===== src/rtl/ahb_slave_mem_arb_if.sv =====
// ahb_slave_mem_arb_if: bundles both requester ports and the shared single-port RAM port.
interface ahb_slave_mem_arb_if #(
   parameter int ADDR_BITS = 24,
   parameter int DATA_BITS = 32
);
   localparam int BW = DATA_BITS / 8;
   logic                 m0_req, m0_lock, m0_wr, m0_gnt, m0_rvalid;
   logic [ADDR_BITS-1:0] m0_addr;
   logic [BW-1:0]        m0_bsel;
   logic [DATA_BITS-1:0] m0_din, m0_dout;
   logic                 m1_req, m1_lock, m1_wr, m1_gnt, m1_rvalid;
   logic [ADDR_BITS-1:0] m1_addr;
   logic [BW-1:0]        m1_bsel;
   logic [DATA_BITS-1:0] m1_din, m1_dout;
   logic                 WR, RD;
   logic [ADDR_BITS-1:0] ADDR_WR, ADDR_RD;
   logic [BW-1:0]        BSEL;
   logic [DATA_BITS-1:0] DIN, DOUT;
   modport slave (
      input  m0_req, m0_lock, m0_wr, m0_addr, m0_bsel, m0_din,
      input  m1_req, m1_lock, m1_wr, m1_addr, m1_bsel, m1_din, DOUT,
      output m0_gnt, m0_rvalid, m0_dout, m1_gnt, m1_rvalid, m1_dout,
      output WR, RD, ADDR_WR, ADDR_RD, BSEL, DIN
   );
   modport master (
      output m0_req, m0_lock, m0_wr, m0_addr, m0_bsel, m0_din,
      output m1_req, m1_lock, m1_wr, m1_addr, m1_bsel, m1_din, DOUT,
      input  m0_gnt, m0_rvalid, m0_dout, m1_gnt, m1_rvalid, m1_dout,
      input  WR, RD, ADDR_WR, ADDR_RD, BSEL, DIN
   );
endinterface


===== src/rtl/ahb_slave_mem_arb.sv =====
// ahb_slave_mem_arb: round-robin arbiter of two requesters onto one single-port RAM,
// with lock-based burst tenure capped at MAX_HOLD accesses while the other port waits.
module ahb_slave_mem_arb #(
   parameter int ADDR_BITS = 24,
   parameter int DATA_BITS = 32,
   parameter int MAX_HOLD  = 16
) (
   input logic clk,
   input logic reset,
   ahb_slave_mem_arb_if.slave bus
);
   localparam int BW = DATA_BITS / 8;
   localparam int HW = $clog2(MAX_HOLD + 1) + 1;
   localparam logic [HW-1:0] HOLD_LIM = HW'(MAX_HOLD - 1);
   typedef enum logic [1:0] {IDLE, OWN0, OWN1} state_t;
   state_t               state, nxt;
   logic [1:0]           req, lock, wr, gnt, rvalid;
   logic [ADDR_BITS-1:0] addr [2];
   logic [BW-1:0]        bsel [2];
   logic [DATA_BITS-1:0] din  [2];
   logic [HW-1:0]        hold_cnt, nxt_hold;
   logic                 last_owner, nxt_last, cur, own, acc, wr_s, rd_s;
   assign req     = {bus.m1_req,  bus.m0_req};
   assign lock    = {bus.m1_lock, bus.m0_lock};
   assign wr      = {bus.m1_wr,   bus.m0_wr};
   assign addr[0] = bus.m0_addr;
   assign addr[1] = bus.m1_addr;
   assign bsel[0] = bus.m0_bsel;
   assign bsel[1] = bus.m1_bsel;
   assign din[0]  = bus.m0_din;
   assign din[1]  = bus.m1_din;
   assign own  = state != IDLE;
   assign cur  = state == OWN1;
   assign acc  = own & req[cur];
   assign wr_s = acc & wr[cur];
   assign rd_s = acc & ~wr[cur];
   assign bus.WR        = wr_s;
   assign bus.RD        = rd_s;
   assign bus.ADDR_WR   = wr_s ? addr[cur] : '0;
   assign bus.ADDR_RD   = rd_s ? addr[cur] : '0;
   assign bus.BSEL      = wr_s ? bsel[cur] : '0;
   assign bus.DIN       = wr_s ? din[cur] : '0;
   assign bus.m0_gnt    = gnt[0];
   assign bus.m1_gnt    = gnt[1];
   assign bus.m0_rvalid = rvalid[0];
   assign bus.m1_rvalid = rvalid[1];
   assign bus.m0_dout   = rvalid[0] ? bus.DOUT : '0;
   assign bus.m1_dout   = rvalid[1] ? bus.DOUT : '0;
   always_comb begin
      nxt      = state;
      nxt_hold = hold_cnt;
      nxt_last = last_owner;
      if (!own) begin
         if (|req) begin
            nxt      = ((&req) ? ~last_owner : req[1]) ? OWN1 : OWN0;
            nxt_hold = '0;
         end
      end else if (req[cur] & lock[cur] & (hold_cnt < HOLD_LIM)) begin
         nxt_hold = hold_cnt + 1'b1;
      end else begin
         nxt_hold = '0;
         if (req[~cur]) begin
            nxt      = cur ? OWN0 : OWN1;
            nxt_last = cur;
         end else if (!req[cur]) begin
            nxt      = IDLE;
            nxt_last = cur;
         end
      end
   end
   // rvalid one-hot doubles as the registered read owner, so it follows the issuer after a grant swap
   always_ff @(posedge clk) begin
      if (!reset) begin
         state      <= IDLE;
         gnt        <= '0;
         hold_cnt   <= '0;
         last_owner <= 1'b1;
         rvalid     <= '0;
      end else begin
         state      <= nxt;
         gnt        <= {nxt == OWN1, nxt == OWN0};
         hold_cnt   <= nxt_hold;
         last_owner <= nxt_last;
         rvalid     <= rd_s ? (cur ? 2'b10 : 2'b01) : 2'b00;
      end
   end
endmodule


===== src/flat_wrapper.sv =====
// flat-port wrapper written by rule: the top's interface ports become plain ports
module ahb_slave_mem_arb_flat 
#(
   parameter int ADDR_BITS = 24,
   parameter int DATA_BITS = 32,
   parameter int MAX_HOLD  = 16
)
  (clk, reset, bus_m0_req, bus_m0_lock, bus_m0_wr, bus_m0_addr, bus_m0_bsel, bus_m0_din, bus_m1_req, bus_m1_lock, bus_m1_wr, bus_m1_addr, bus_m1_bsel, bus_m1_din, bus_DOUT, bus_m0_gnt, bus_m0_rvalid, bus_m0_dout, bus_m1_gnt, bus_m1_rvalid, bus_m1_dout, bus_WR, bus_RD, bus_ADDR_WR, bus_ADDR_RD, bus_BSEL, bus_DIN);
  ahb_slave_mem_arb_if #(.ADDR_BITS(ADDR_BITS), .DATA_BITS(DATA_BITS)) bus_i ();
  input logic clk;
  input logic reset;
  input wire logic [$bits(bus_i.m0_req)-1:0] bus_m0_req;
  input wire logic [$bits(bus_i.m0_lock)-1:0] bus_m0_lock;
  input wire logic [$bits(bus_i.m0_wr)-1:0] bus_m0_wr;
  input wire logic [$bits(bus_i.m0_addr)-1:0] bus_m0_addr;
  input wire logic [$bits(bus_i.m0_bsel)-1:0] bus_m0_bsel;
  input wire logic [$bits(bus_i.m0_din)-1:0] bus_m0_din;
  input wire logic [$bits(bus_i.m1_req)-1:0] bus_m1_req;
  input wire logic [$bits(bus_i.m1_lock)-1:0] bus_m1_lock;
  input wire logic [$bits(bus_i.m1_wr)-1:0] bus_m1_wr;
  input wire logic [$bits(bus_i.m1_addr)-1:0] bus_m1_addr;
  input wire logic [$bits(bus_i.m1_bsel)-1:0] bus_m1_bsel;
  input wire logic [$bits(bus_i.m1_din)-1:0] bus_m1_din;
  input wire logic [$bits(bus_i.DOUT)-1:0] bus_DOUT;
  output wire logic [$bits(bus_i.m0_gnt)-1:0] bus_m0_gnt;
  output wire logic [$bits(bus_i.m0_rvalid)-1:0] bus_m0_rvalid;
  output wire logic [$bits(bus_i.m0_dout)-1:0] bus_m0_dout;
  output wire logic [$bits(bus_i.m1_gnt)-1:0] bus_m1_gnt;
  output wire logic [$bits(bus_i.m1_rvalid)-1:0] bus_m1_rvalid;
  output wire logic [$bits(bus_i.m1_dout)-1:0] bus_m1_dout;
  output wire logic [$bits(bus_i.WR)-1:0] bus_WR;
  output wire logic [$bits(bus_i.RD)-1:0] bus_RD;
  output wire logic [$bits(bus_i.ADDR_WR)-1:0] bus_ADDR_WR;
  output wire logic [$bits(bus_i.ADDR_RD)-1:0] bus_ADDR_RD;
  output wire logic [$bits(bus_i.BSEL)-1:0] bus_BSEL;
  output wire logic [$bits(bus_i.DIN)-1:0] bus_DIN;
  assign bus_i.m0_req = bus_m0_req;
  assign bus_i.m0_lock = bus_m0_lock;
  assign bus_i.m0_wr = bus_m0_wr;
  assign bus_i.m0_addr = bus_m0_addr;
  assign bus_i.m0_bsel = bus_m0_bsel;
  assign bus_i.m0_din = bus_m0_din;
  assign bus_i.m1_req = bus_m1_req;
  assign bus_i.m1_lock = bus_m1_lock;
  assign bus_i.m1_wr = bus_m1_wr;
  assign bus_i.m1_addr = bus_m1_addr;
  assign bus_i.m1_bsel = bus_m1_bsel;
  assign bus_i.m1_din = bus_m1_din;
  assign bus_i.DOUT = bus_DOUT;
  assign bus_m0_gnt = bus_i.m0_gnt;
  assign bus_m0_rvalid = bus_i.m0_rvalid;
  assign bus_m0_dout = bus_i.m0_dout;
  assign bus_m1_gnt = bus_i.m1_gnt;
  assign bus_m1_rvalid = bus_i.m1_rvalid;
  assign bus_m1_dout = bus_i.m1_dout;
  assign bus_WR = bus_i.WR;
  assign bus_RD = bus_i.RD;
  assign bus_ADDR_WR = bus_i.ADDR_WR;
  assign bus_ADDR_RD = bus_i.ADDR_RD;
  assign bus_BSEL = bus_i.BSEL;
  assign bus_DIN = bus_i.DIN;
  ahb_slave_mem_arb #(.ADDR_BITS(ADDR_BITS), .DATA_BITS(DATA_BITS), .MAX_HOLD(MAX_HOLD)) u_core (.clk(clk), .reset(reset), .bus(bus_i));
endmodule

===== config.mk =====
export PLATFORM = sky130hd
export DESIGN_NAME = ahb_slave_mem_arb_flat
export DESIGN_NICKNAME = d
export VERILOG_FILES = /design/src/rtl/ahb_slave_mem_arb_if.sv /design/src/rtl/ahb_slave_mem_arb.sv /design/src/flat_wrapper.sv
export SDC_FILE = /design/constraint.sdc
export NUM_CORES = 1
export LEC_CHECK = 0
export BUFFER_PORTS_ARGS = -buffer_cell sky130_fd_sc_hd__buf_2
export CORE_AREA = 8 8 114 116
export DETAILED_ROUTE_END_ITERATION = 12
export DIE_AREA = 0 0 122 124
export SYNTH_ARGS = -nofsm -noshare
export SYNTH_HDL_FRONTEND = slang
export SYNTH_SLANG_ARGS = --single-unit

===== constraint.sdc =====
create_clock -name clk -period 4.3 [get_ports clk]
set_clock_uncertainty 0.15 [all_clocks]
set_input_delay 0.43 -clock clk [delete_from_list [all_inputs] [get_ports clk]]
set_output_delay 0.43 -clock clk [all_outputs]
set_load 0.01 [all_outputs]

* Yosys cells after proc, flatten, opt, wreduce, memory -nomap -nowiden
Cells that the tools add are included.
** Operators by class
- $add $sub $neg :: 1
- Order comparisons :: 4
- Equality and inequality tests :: 4
- Multiplexer cells :: 37
- Bitwise operators :: 10
- Reduce and logical (&&, ||, !) cells :: 6
** Operator list (count)
- $mux 32 :: 6
- $mux 24 :: 5
- $mux 6 :: 3
- $mux 2 :: 8
- $mux 4 :: 4
- $mux 1 :: 11
- $add 6x1->6 const B :: 1
- $lt 6x4->1 const B :: 1
- $and 1x1->1 :: 5
- $eq 2x2->1 const B :: 2
- $lt 1x2->1 const B :: 2
- $not 1->1 :: 4
- $reduce_and 2->1 :: 2
- $reduce_bool 2->1 :: 2
- $reduce_and 3->1 :: 1
- $eq 2x1->1 const B :: 1
- $ge 2x2->1 const B :: 1
- $ne 2x2->1 const B :: 1
- $not 1->2 :: 1
- $reduce_or 2->1 :: 1
** Word-level totals
- Register bits after elaboration :: 13
- Input port bits :: 160
- Output and inout bits :: 154
- Word-level logic and storage cells :: 67

* Depth between registers and ports, before layout
Gate-level depths: netlist of run 1.
- Depth in word-level cells :: 8
- Mapped depth :: 6
- Gate-level depth less buffers :: 6

* Worst setup path before layout of run 1
OpenSTA, ideal clock, no wires.
- Path type :: register to output
- Start point :: register u_core.state[0]
- End point :: output port bus_DIN[10]
- Arrival :: 1.310 ns
- Data required time :: 3.720 ns
- Setup slack :: 2.410 ns
- Stages on the path, launching flop included :: 6
- Buffers on the path :: 2
- Cells stage by stage :: dfxtp_1 nand2b_1 buf_2 clkbuf_1 nand2_1 a21oi_1
** On the way
- Longest elaborated chain between the ends :: 6
- Elaborated cells on any way between the ends :: 13
- Those cells by class :: eq/ne (1); mux (8); bitwise (3); reduce/logical (1)
** RTL lines
- start, declared :: line ahb_slave_mem_arb.sv:16 : state_t state, nxt;
- start signal, assigned :: line ahb_slave_mem_arb.sv:80 : state <= nxt;
- $eq 2x2->1 :: line ahb_slave_mem_arb.sv:33 : assign cur = state == OWN1;
- $mux 1 (not written as such) or $not 1->2 (tied branches) :: line ahb_slave_mem_arb.sv:34, ahb_slave_mem_arb.sv:42
- $mux 1 (not written as such) or $mux 32 (tied branches) :: line ahb_slave_mem_arb.sv:34, ahb_slave_mem_arb.sv:42
- $and 1x1->1 or $mux 32 (tied branches) :: line ahb_slave_mem_arb.sv:34, ahb_slave_mem_arb.sv:42
- $and 1x1->1 or $mux 32 (tied branches) :: line ahb_slave_mem_arb.sv:35, ahb_slave_mem_arb.sv:42
- $mux 32 * :: line ahb_slave_mem_arb.sv:42 : assign bus.DIN = wr_s ? din[cur] : '0;
- end, declared :: line flat_wrapper.sv:36 : output wire logic [$bits(bus_i.DIN)-1:0] bus_DIN;
Every way passes the cells marked *; elsewhere a longest branch is shown, timed or not. The select of a mux whose other input is x is not followed.

* Worst setup path in the final report of run 1
- Start point :: register u_core.state[1]
- End point :: output port bus_ADDR_WR[3]
** On the way
- Longest elaborated chain between the ends :: 6
- Elaborated cells on any way between the ends :: 13
- Those cells by class :: eq/ne (1); mux (8); bitwise (3); reduce/logical (1)
** RTL lines
- $eq 2x2->1 :: line ahb_slave_mem_arb.sv:33
- $mux 1 (not written as such) or $not 1->2 (tied branches) :: line ahb_slave_mem_arb.sv:34, ahb_slave_mem_arb.sv:39
- $mux 1 (not written as such) or $mux 24 (tied branches) :: line ahb_slave_mem_arb.sv:34, ahb_slave_mem_arb.sv:39
- $and 1x1->1 or $mux 24 (tied branches) :: line ahb_slave_mem_arb.sv:34, ahb_slave_mem_arb.sv:39
- $and 1x1->1 or $mux 24 (tied branches) :: line ahb_slave_mem_arb.sv:35, ahb_slave_mem_arb.sv:39
- $mux 24 * :: line ahb_slave_mem_arb.sv:39 : assign bus.ADDR_WR = wr_s ? addr[cur] : '0;
- end, declared :: line flat_wrapper.sv:33 : output wire logic [$bits(bus_i.ADDR_WR)-1:0] bus_ADDR_WR;
Marks and branches as above.

==> results of run 1 <==
## cell usage in the layout (no fill, tap or decap), drive strengths merged, types with 5 or more instances in the layout
master and instances:
nand3 5, mux2i 25, dfxtp 13, buf 316, nor2 51, and2 66, nand2 78, a21oi 39
## synth_stat cells
master	count	area (sq um)
xnor2_1	1	8.760
a311o_1	1	10.01
nor3b_2	1	12.51
o221ai_1	1	8.760
nand2b_1	2	12.51
nor2b_1	3	18.77
and3_1	3	18.77
nor3_4	1	16.27
nand2_1	78	292.8
nor3b_1	1	7.510
nor2_1	51	191.4
nand4b_1	2	17.52
nand3b_1	1	7.510
clkbuf_1	16	60.06
a21boi_0	1	7.510
a31oi_1	1	6.260
mux2_2	1	11.26
inv_1	3	11.26
a22oi_1	2	15.01
ha_1	1	12.51
dfxtp_1	13	260.3
nor2b_4	1	13.76
o31a_1	2	17.52
buf_6	1	11.26
nand3_1	5	25.02
o21a_1	1	7.510
o211ai_1	2	15.01
and2_1	66	412.9
mux2i_1	24	240.2
buf_2	11	55.05
o2bb2ai_1	1	8.760
nor4_1	1	6.260
mux2i_2	1	13.76
o21ai_0	4	20.02
a311oi_1	1	8.760
a21oi_1	39	195.2
## metrics by stage
step / instance area (sq um) / total power [mW] / worst slack, ns
after detailed placement: 3715 / 0.3997 / 1.639
after global routing: 3794 / 0.6092 / 1.301
after CTS: 3794 / 0.5771 / 1.453
after floorplan: 2058 / 0.2657 / 2.410
after global placement: 3715 / 0.3993 / 1.697
final: 3794 / 0.5686 / 1.476
## logic make-up after synthesis
| group | Yosys count | share of synthesized area (%) |
|---|---|---|
| fa+ha+maj | 1 | 0.6078 |
| mux | 26 | 12.89 |
| simple gates | 216 | 51.19 |
| xor+xnor | 1 | 0.4256 |
| flops | 13 | 12.64 |
| buf+inv | 31 | 6.687 |
| compound gates | 56 | 15.56 |
## worst max-delay path, stage by stage, from the launching register on
cell and delay [ns]:
dfxtp_1 0.46, nor2b_4 0.30, buf_4 0.60, mux2i_1 0.31
nor2_1 0.09, buf_2 0.18
## power by group through the flow
stage | Clock, mW | Sequential, mW | Combinational (mW)
6_report | 0.175 | 0.134 | 0.260
5_1_grt | 0.185 | 0.135 | 0.289
4_1_cts | 0.179 | 0.134 | 0.265
3_5_place_dp | 0 | 0.136 | 0.264
3_3_place_gp | 0 | 0.136 | 0.263
2_1_floorplan | 0 | 0.132 | 0.134
## registers in the layout (all words and copies together), names as in the netlist
register	cells
u_core.rvalid	2
u_core.last_owner	1
u_core.gnt	2
u_core.state	2
u_core.hold_cnt	6
## cell type report
class	instances	area (sq um)	share of cell area (%)
Sequential cell	13	260.3	6.860
Tap cell	143	178.9	4.716
Clock buffer	4	78.83	2.078
Timing Repair Buffer	316	1589	41.89
Inverter	3	11.26	0.2968
Multi-Input combinational cell	300	1675	44.16
## layer usage
layer | GRT usage (%) | share of wire (%) | up-vias | routed length, um
li1 | - | - | 1707 | -
met1 | 14.43 | 35 | 1380 | 4331
met2 | 26.58 | 51 | 203 | 6375
met3 | 6.165 | 13 | 11 | 1611
met4 | 3.084 | 1.0 | 0 | 127
met5 | 0 | 0 | - | 0
## path summary, 6_finish.rpt
path / start / to / slack (ns)
max: u_core.state[1] / bus_ADDR_WR[3] / 1.48
min: u_core.hold_cnt[4] / u_core.hold_cnt[4] / 0.35
max reg2reg: u_core.state[1] / u_core.hold_cnt[0] / 1.65
min reg2reg: u_core.hold_cnt[4] / u_core.hold_cnt[4] / 0.35
==> reports/metrics.cfg, run 1 <==
[status]
outcome = finished, final reports clean

[floorplan]
start_util_pct = 18.42
core_area_sq_um = 11170
die_w_um = 122
io_pins = 314
rows = 39
fp.dieH_um = 124
die-area_sq_um = 15130

[critical_path]
rr_worst_depth = 6
arrival_ns = 2.24
critPathMaxFanout = 56
worst_ep_required_time_ns = 3.72
start_kind = flop
crit_type = flop to output port
critPathCaptureType = output port

[clock_tree]
clockRootBuffer = clkbuf_16
cts_max_path_buffers = 2
clk_pin_slew_worst_paths_ns = 0.04
numCtsBuffers = 3
cts_tree = yes
worst_skew_pair.late_latency_ns = 0.24
postCtsSetupRepairBufs = 0
ctsResizeCount = 0
ctsHtreeMaxLevel = 1
hold_buffers = 0
cts_sinks = 13

[power_and_ir_drop]
intPower_mw = 0.3707
switching_share_pct = 34.81
powerDensity_nw_per_um2 = 149.9
ir_worst_vdd_mv = 0.1057
power_leakage_nw = 2.348
seqPwrFrac_pct = 23.5
power_switching_mw = 0.1979
power.share.combinational_pct = 45.7
clockPowerShare_pct = 30.8

[yosys]
ys_ff_latch = 13
yosysUniqueCellTypes = 36
syn_area_sq_um = 2058
synthCells = 344
avgSynthCellArea_sq_um = 5.983
yosysWarningCount = 0
ys_seq_area_share_pct = 12.64
synthesis.nets = 505

[layout]
fillers = 1270
nets = 798
final_core_util_pct = 33.95
syn2layout_area_growth_pct = 84.32
drive_gt1_share_pct = 51.10
antenna_cells = 0
fin_cells = 779

[timing]
final-hold-violation-count = 0
fmax_mhz = 354.1
min_period_over_period_pct = 65.68
whs_ns = 0.3458
drv_slew = 0
maxSlewHeadroom_pct = 33.93
finalSetupViolations = 0
tns_ns = 0
rsz0062_at_grt = false
tightestPinTransition_ns = 0.9910
min_period_ns = 2.824

[global_route]
grt_pass1_vias = 3318
grt_max_degree = 57
grt-ovfl-total = 0
grt_pass1_wl_mm = 17.32
grt_antenna_before_repair = 0
grtUsageTotal_pct = 14.26

[route]
wl_per_cell_um = 15.98
viasPerCell = 4.237
drt-initial-drc-count = 131
drtAntennaViolNets = 0
routed_wl_mm = 12.45
vias = 3301
dr.pass1.iters = 4
drcViolationCount = 0

[run]
timing.max_cap.violations = 0

[min_path]
worstHoldPathType = flop to flop
worstHoldPathCells = 1

[place]
gp_routability_congestion = 0.7696
portBuffers = 313
dp_hpwl_mm = 10.68
dp_cells = 775

No activity file was read; power rests on OpenSTA's default activity.
==> inputs of run 2 (changes only) <==
--- a/config.mk
+++ b/config.mk
@@ -6,9 +6,9 @@
 export NUM_CORES = 1
 export LEC_CHECK = 0
 export BUFFER_PORTS_ARGS = -buffer_cell sky130_fd_sc_hd__buf_2
-export CORE_AREA = 8 8 114 116
+export CORE_AREA = 8 8 117 119
 export DETAILED_ROUTE_END_ITERATION = 12
-export DIE_AREA = 0 0 122 124
+export DIE_AREA = 0 0 125 127
 export SYNTH_ARGS = -nofsm -noshare
 export SYNTH_HDL_FRONTEND = slang
 export SYNTH_SLANG_ARGS = --single-unit
==> constraint.sdc (replaced) <==
create_clock -name clk -period 2.3 [get_ports clk]
set_clock_uncertainty 0.15 [all_clocks]
set_input_delay 0.23 -clock clk [delete_from_list [all_inputs] [get_ports clk]]
set_output_delay 0.23 -clock clk [all_outputs]
set_load 0.01 [all_outputs]
==> reports/metrics.cfg, run 2 (synthesized netlist as in run 1, its figures left out) <==
[status]
outcome = finished, final reports clean

[clock_tree]
ctsHtreeMaxLevel = 1
worst_skew_pair.late_latency_ns = 0.24
clockRootBuffer = clkbuf_16
cts_tree = yes
numCtsBuffers = 3
cts_max_path_buffers = 2
clk_pin_slew_worst_paths_ns = 0.05
cts_sinks = 13

[timing]
finalSetupViolations = 0
maxSlewHeadroom_pct = 65.66
tightestPinTransition_ns = 0.5151
fmax_mhz = 460.9
rsz0062_at_grt = false
finalWorstSetupSlack_ns = 0.1305
min_period_over_period_pct = 94.33
final-hold-violation-count = 0
min_period_ns = 2.170
tns_ns = 0
drv_slew = 0

[critical_path]
start_kind = flop
slowest_stage = dfxtp_2
critPathCaptureType = output port
crit_type = flop to output port
critPathMaxFanout = 26
path_buf_inv = 3
cp_cell_sequence = nor2b_4 > buf_12 > buf_4 > mux2i_1 > nor2_1 > buf_2
rr_worst_depth = 4
crit_family = buffers and inverters
worst_ep_required_time_ns = 1.92
r2r-end = u_core.gnt[1]
r2r-start = u_core.hold_cnt[0]
rrSetupSlack_ns = 0.48
arrival_ns = 1.79
crit_path_max_incr_delay_ns = 0.38
cp_num_cells = 6

[layout]
final_core_util_pct = 33.16
regMostFlops = u_core.hold_cnt
nets = 807
syn2layout_area_growth_pct = 90.27
drive_gt1_share_pct = 52.56
antenna_cells = 0
final_cell_mix = buf_2 (313), nand2_1 (78), and2_1 (66)
fin_cells = 792
largest_reg_flops = 6
final_common_cell = buf_2

[floorplan]
rows = 40
io_pins = 314
die_w_um = 125
start_util_pct = 17.43
die-area_sq_um = 15880
fp.dieH_um = 127
core_area_sq_um = 11810

[route]
vias = 3416
wl_per_cell_um = 15.65
drtAntennaViolNets = 0
viasPerCell = 4.313
dr.pass1.iters = 4
routed_wl_mm = 12.39
drt-initial-drc-count = 125
drcViolationCount = 0

[run]
timing.max_cap.violations = 0

[power_and_ir_drop]
ir_worst_vdd_mv = 0.1994
powerDensity_nw_per_um2 = 281.0
p_total_mw = 1.100
power_leakage_nw = 2.408

[place]
pre_cts_ws_ns = 0.2498
portBuffers = 313
dp_hpwl_mm = 10.74
gp_routability_congestion = 0.8559
dp_cells = 787

[min_path]
hp-start = reset
holdPathEnd = u_core.last_owner
worstHoldPathCells = 2
worstHoldPathType = input port to flop

[global_route]
grt_pass1_wl_mm = 18.32
grt-ovfl-total = 0
grt_pass1_vias = 3413
grt_antenna_before_repair = 2
grtUsageTotal_pct = 14.11
grt_max_degree = 51

-- run 2: cell type report --
type	instances	area (sq um)
Inverter	3	11.26
Timing Repair Buffer	325	1694
Clock buffer	4	78.83
Sequential cell	13	262.8
Tap cell	147	183.9
Multi-Input combinational cell	300	1685
Fill cell	1309	7895
-- run 2: worst reg2reg max path, cell delays in order (launching register included) --
cell	delay, ns
dfxtp_1	0.32
ha_1	0.24
a311o_1	0.45
o31a_1	0.37
and3_1	0.19
-- run 2: metrics by stage --
stage | hold slack [ns] | instance area [sq um]
after global routing | 0.1729 | 3916
final | 0.1514 | 3916
after CTS | 0.1454 | 3900
after global placement | 0.3374 | 3817
after floorplan | 0.2259 | 2058
after detailed placement | 0.3428 | 3817
-- run 2: power by group --
part	internal (mW)	switching, mW
Combinational	0.246	0.277
Sequential	0.235	0.00963
Clock	0.234	0.0989
-- run 2: how the worst max path moves through the flow --
stage                     from                  to  slack [ns]
6_report       u_core.state[1]     bus_ADDR_RD[15]        0.13
5_1_grt        u_core.state[1]     bus_ADDR_RD[22]        0.01
4_1_cts        u_core.state[0]              bus_RD      0.0006
3_5_place_dp   u_core.state[0]     bus_ADDR_RD[23]        0.25
3_3_place_gp   u_core.state[0]     bus_ADDR_RD[23]        0.23
2_1_floorplan  u_core.state[1]  u_core.hold_cnt[0]        0.55
-- run 2: repair_timing --
| action | in CTS | in global routing |
|---|---|---|
| gates resized for setup | 1 | 4 |
| pin swaps | 0 | 0 |
| setup endpoints to repair | 1 | 75 |
| hold buffers | 0 | 0 |
| endpoints found under the hold margin | 0 | 0 |
| setup buffers | 0 | 1 |
-- run 2: per-layer routing --
| layer | vias to the layer above | routed length (um) | GRT usage (%) |
|---|---|---|---|
| li1 | 1724 | - | - |
| met1 | 1447 | 4503 | 14.05 |
| met2 | 232 | 6370 | 27.80 |
| met3 | 11 | 1422 | 5.491 |
| met4 | 2 | 82 | 1.504 |
| met5 | - | 12 | 0 |
==> inputs of run 3 (changes only) <==
--- a/config.mk
+++ b/config.mk
@@ -9,6 +9,7 @@
 export CORE_AREA = 8 8 117 119
 export DETAILED_ROUTE_END_ITERATION = 12
 export DIE_AREA = 0 0 125 127
+export PLACE_DENSITY_LB_ADDON = 0.25
 export SYNTH_ARGS = -nofsm -noshare
 export SYNTH_HDL_FRONTEND = slang
 export SYNTH_SLANG_ARGS = --single-unit
==> reports/metrics.cfg, run 3 (synthesized netlist as in run 1, its figures left out) <==
[status]
outcome = finished, final reports clean

[power_and_ir_drop]
power_leakage_nw = 2.386
ir_worst_vdd_mv = 0.1892
powerDensity_nw_per_um2 = 279.0

[timing]
fmax_mhz = 461.7
tightestPinTransition_ns = 0.7846
maxSlewHeadroom_pct = 47.62
finalSetupViolations = 0
min_period_over_period_pct = 94.17
min_period_ns = 2.166
final-hold-violation-count = 0
tns_ns = 0
drv_slew = 0
whs_ns = 0.1538
rsz0062_at_grt = false

[floorplan]
io_pins = 314
die_w_um = 125
die-area_sq_um = 15880
core_area_sq_um = 11810
start_util_pct = 17.43
fp.dieH_um = 127
rows = 40

[layout]
drive_gt1_share_pct = 51.88
regMostFlops = u_core.hold_cnt
antenna_cells = 0
largest_reg_flops = 6
final_common_cell = buf_2
syn2layout_area_growth_pct = 88.27
final_cell_mix = buf_2 (313), nand2_1 (78), and2_1 (66)
nets = 802

[critical_path]
arrival_ns = 1.79
worst_ep_required_time_ns = 1.92
crit_type = flop to output port
critPathMaxFanout = 61
start_kind = flop
critPathCaptureType = output port

[run]
timing.max_cap.violations = 0

[clock_tree]
hold_buffers = 0
clk_pin_slew_worst_paths_ns = 0.05
ctsHtreeMaxLevel = 1
clockRootBuffer = clkbuf_16
postCtsSetupRepairBufs = 0
cts_sinks = 13
worst_skew_pair.late_latency_ns = 0.24
numCtsBuffers = 3
cts_tree = yes
ctsResizeCount = 0
cts_max_path_buffers = 2

[route]
drcViolationCount = 0
routed_wl_mm = 12.64
viasPerCell = 4.382
dr.pass1.iters = 4
drtAntennaViolNets = 0
vias = 3449
wl_per_cell_um = 16.06
drt-initial-drc-count = 168

[global_route]
grt-ovfl-total = 0
grtUsageTotal_pct = 14.50
grt_pass1_vias = 3691
grt_antenna_before_repair = 0
grt_max_degree = 62
grt_pass1_wl_mm = 19.04

[min_path]
worstHoldPathType = input port to flop

[place]
gp_routability_congestion = 0.8450
dp_hpwl_mm = 10.90
portBuffers = 313

run 3: final timing paths:
| kind | from | endpoint | slack (ns) | depth (start not counted) |
|---|---|---|---|---|
| max | u_core.state[1] | bus_DIN[2] | 0.13 | 6 |
| min | reset | u_core.last_owner | 0.15 | 2 |
| max reg2reg | u_core.state[1] | u_core.hold_cnt[0] | 0.41 | 5 |
| min reg2reg | u_core.hold_cnt[4] | u_core.hold_cnt[4] | 0.35 | 1 |
run 3: worst max-delay path, cell delays in order (launching register included):
cell,delay [ns]
dfxtp_1,0.46
nand2_1,0.15
nor3b_2,0.25
a31oi_4,0.06
buf_12,0.19
a21oi_1,0.21
buf_2,0.18
run 3: power by group:
part           total (mW)  leakage, nW  switching [mW]  internal [mW]
sequential          0.250        0.106          0.0155          0.235
combinational       0.504         2.24           0.266          0.238
clock               0.327       0.0382          0.0935          0.234
run 3: layout make-up:
cell class,count,area (sq um)
timing repair buffer,320,1657
inverter,3,11.26
clock buffer,4,78.83
tap,147,183.9
sequential,13,261.5
multi-input combinational,300,1683
fill,1316,7936
run 3: routing by layer:
metal | up-vias | track usage, % | part of all wire, %
met5 | - | 0 | 0
met4 | 0 | 3.510 | 1.8
met3 | 18 | 4.700 | 10
met2 | 226 | 27.33 | 51
met1 | 1492 | 15.28 | 37
li1 | 1713 | - | -
run 3: per-stage QoR:
| step | instance area, sq um | total power [mW] | util (%) | cells | setup slack (ns) |
|---|---|---|---|---|---|
| after floorplan | 2058 | 0.4968 | - | 344 | 0.5518 |
| after global placement | 3790 | 0.7563 | 32.09 | 783 | 0.3706 |
| after detailed placement | 3790 | 0.7608 | 32.09 | 783 | 0.3367 |
| after CTS | 3869 | 1.096 | 32.75 | 787 | 0.07243 |
| after global routing | 3875 | 1.162 | 32.81 | 787 | 0.001784 |
| final | 3875 | 1.081 | 32.81 | 787 | 0.1340 |
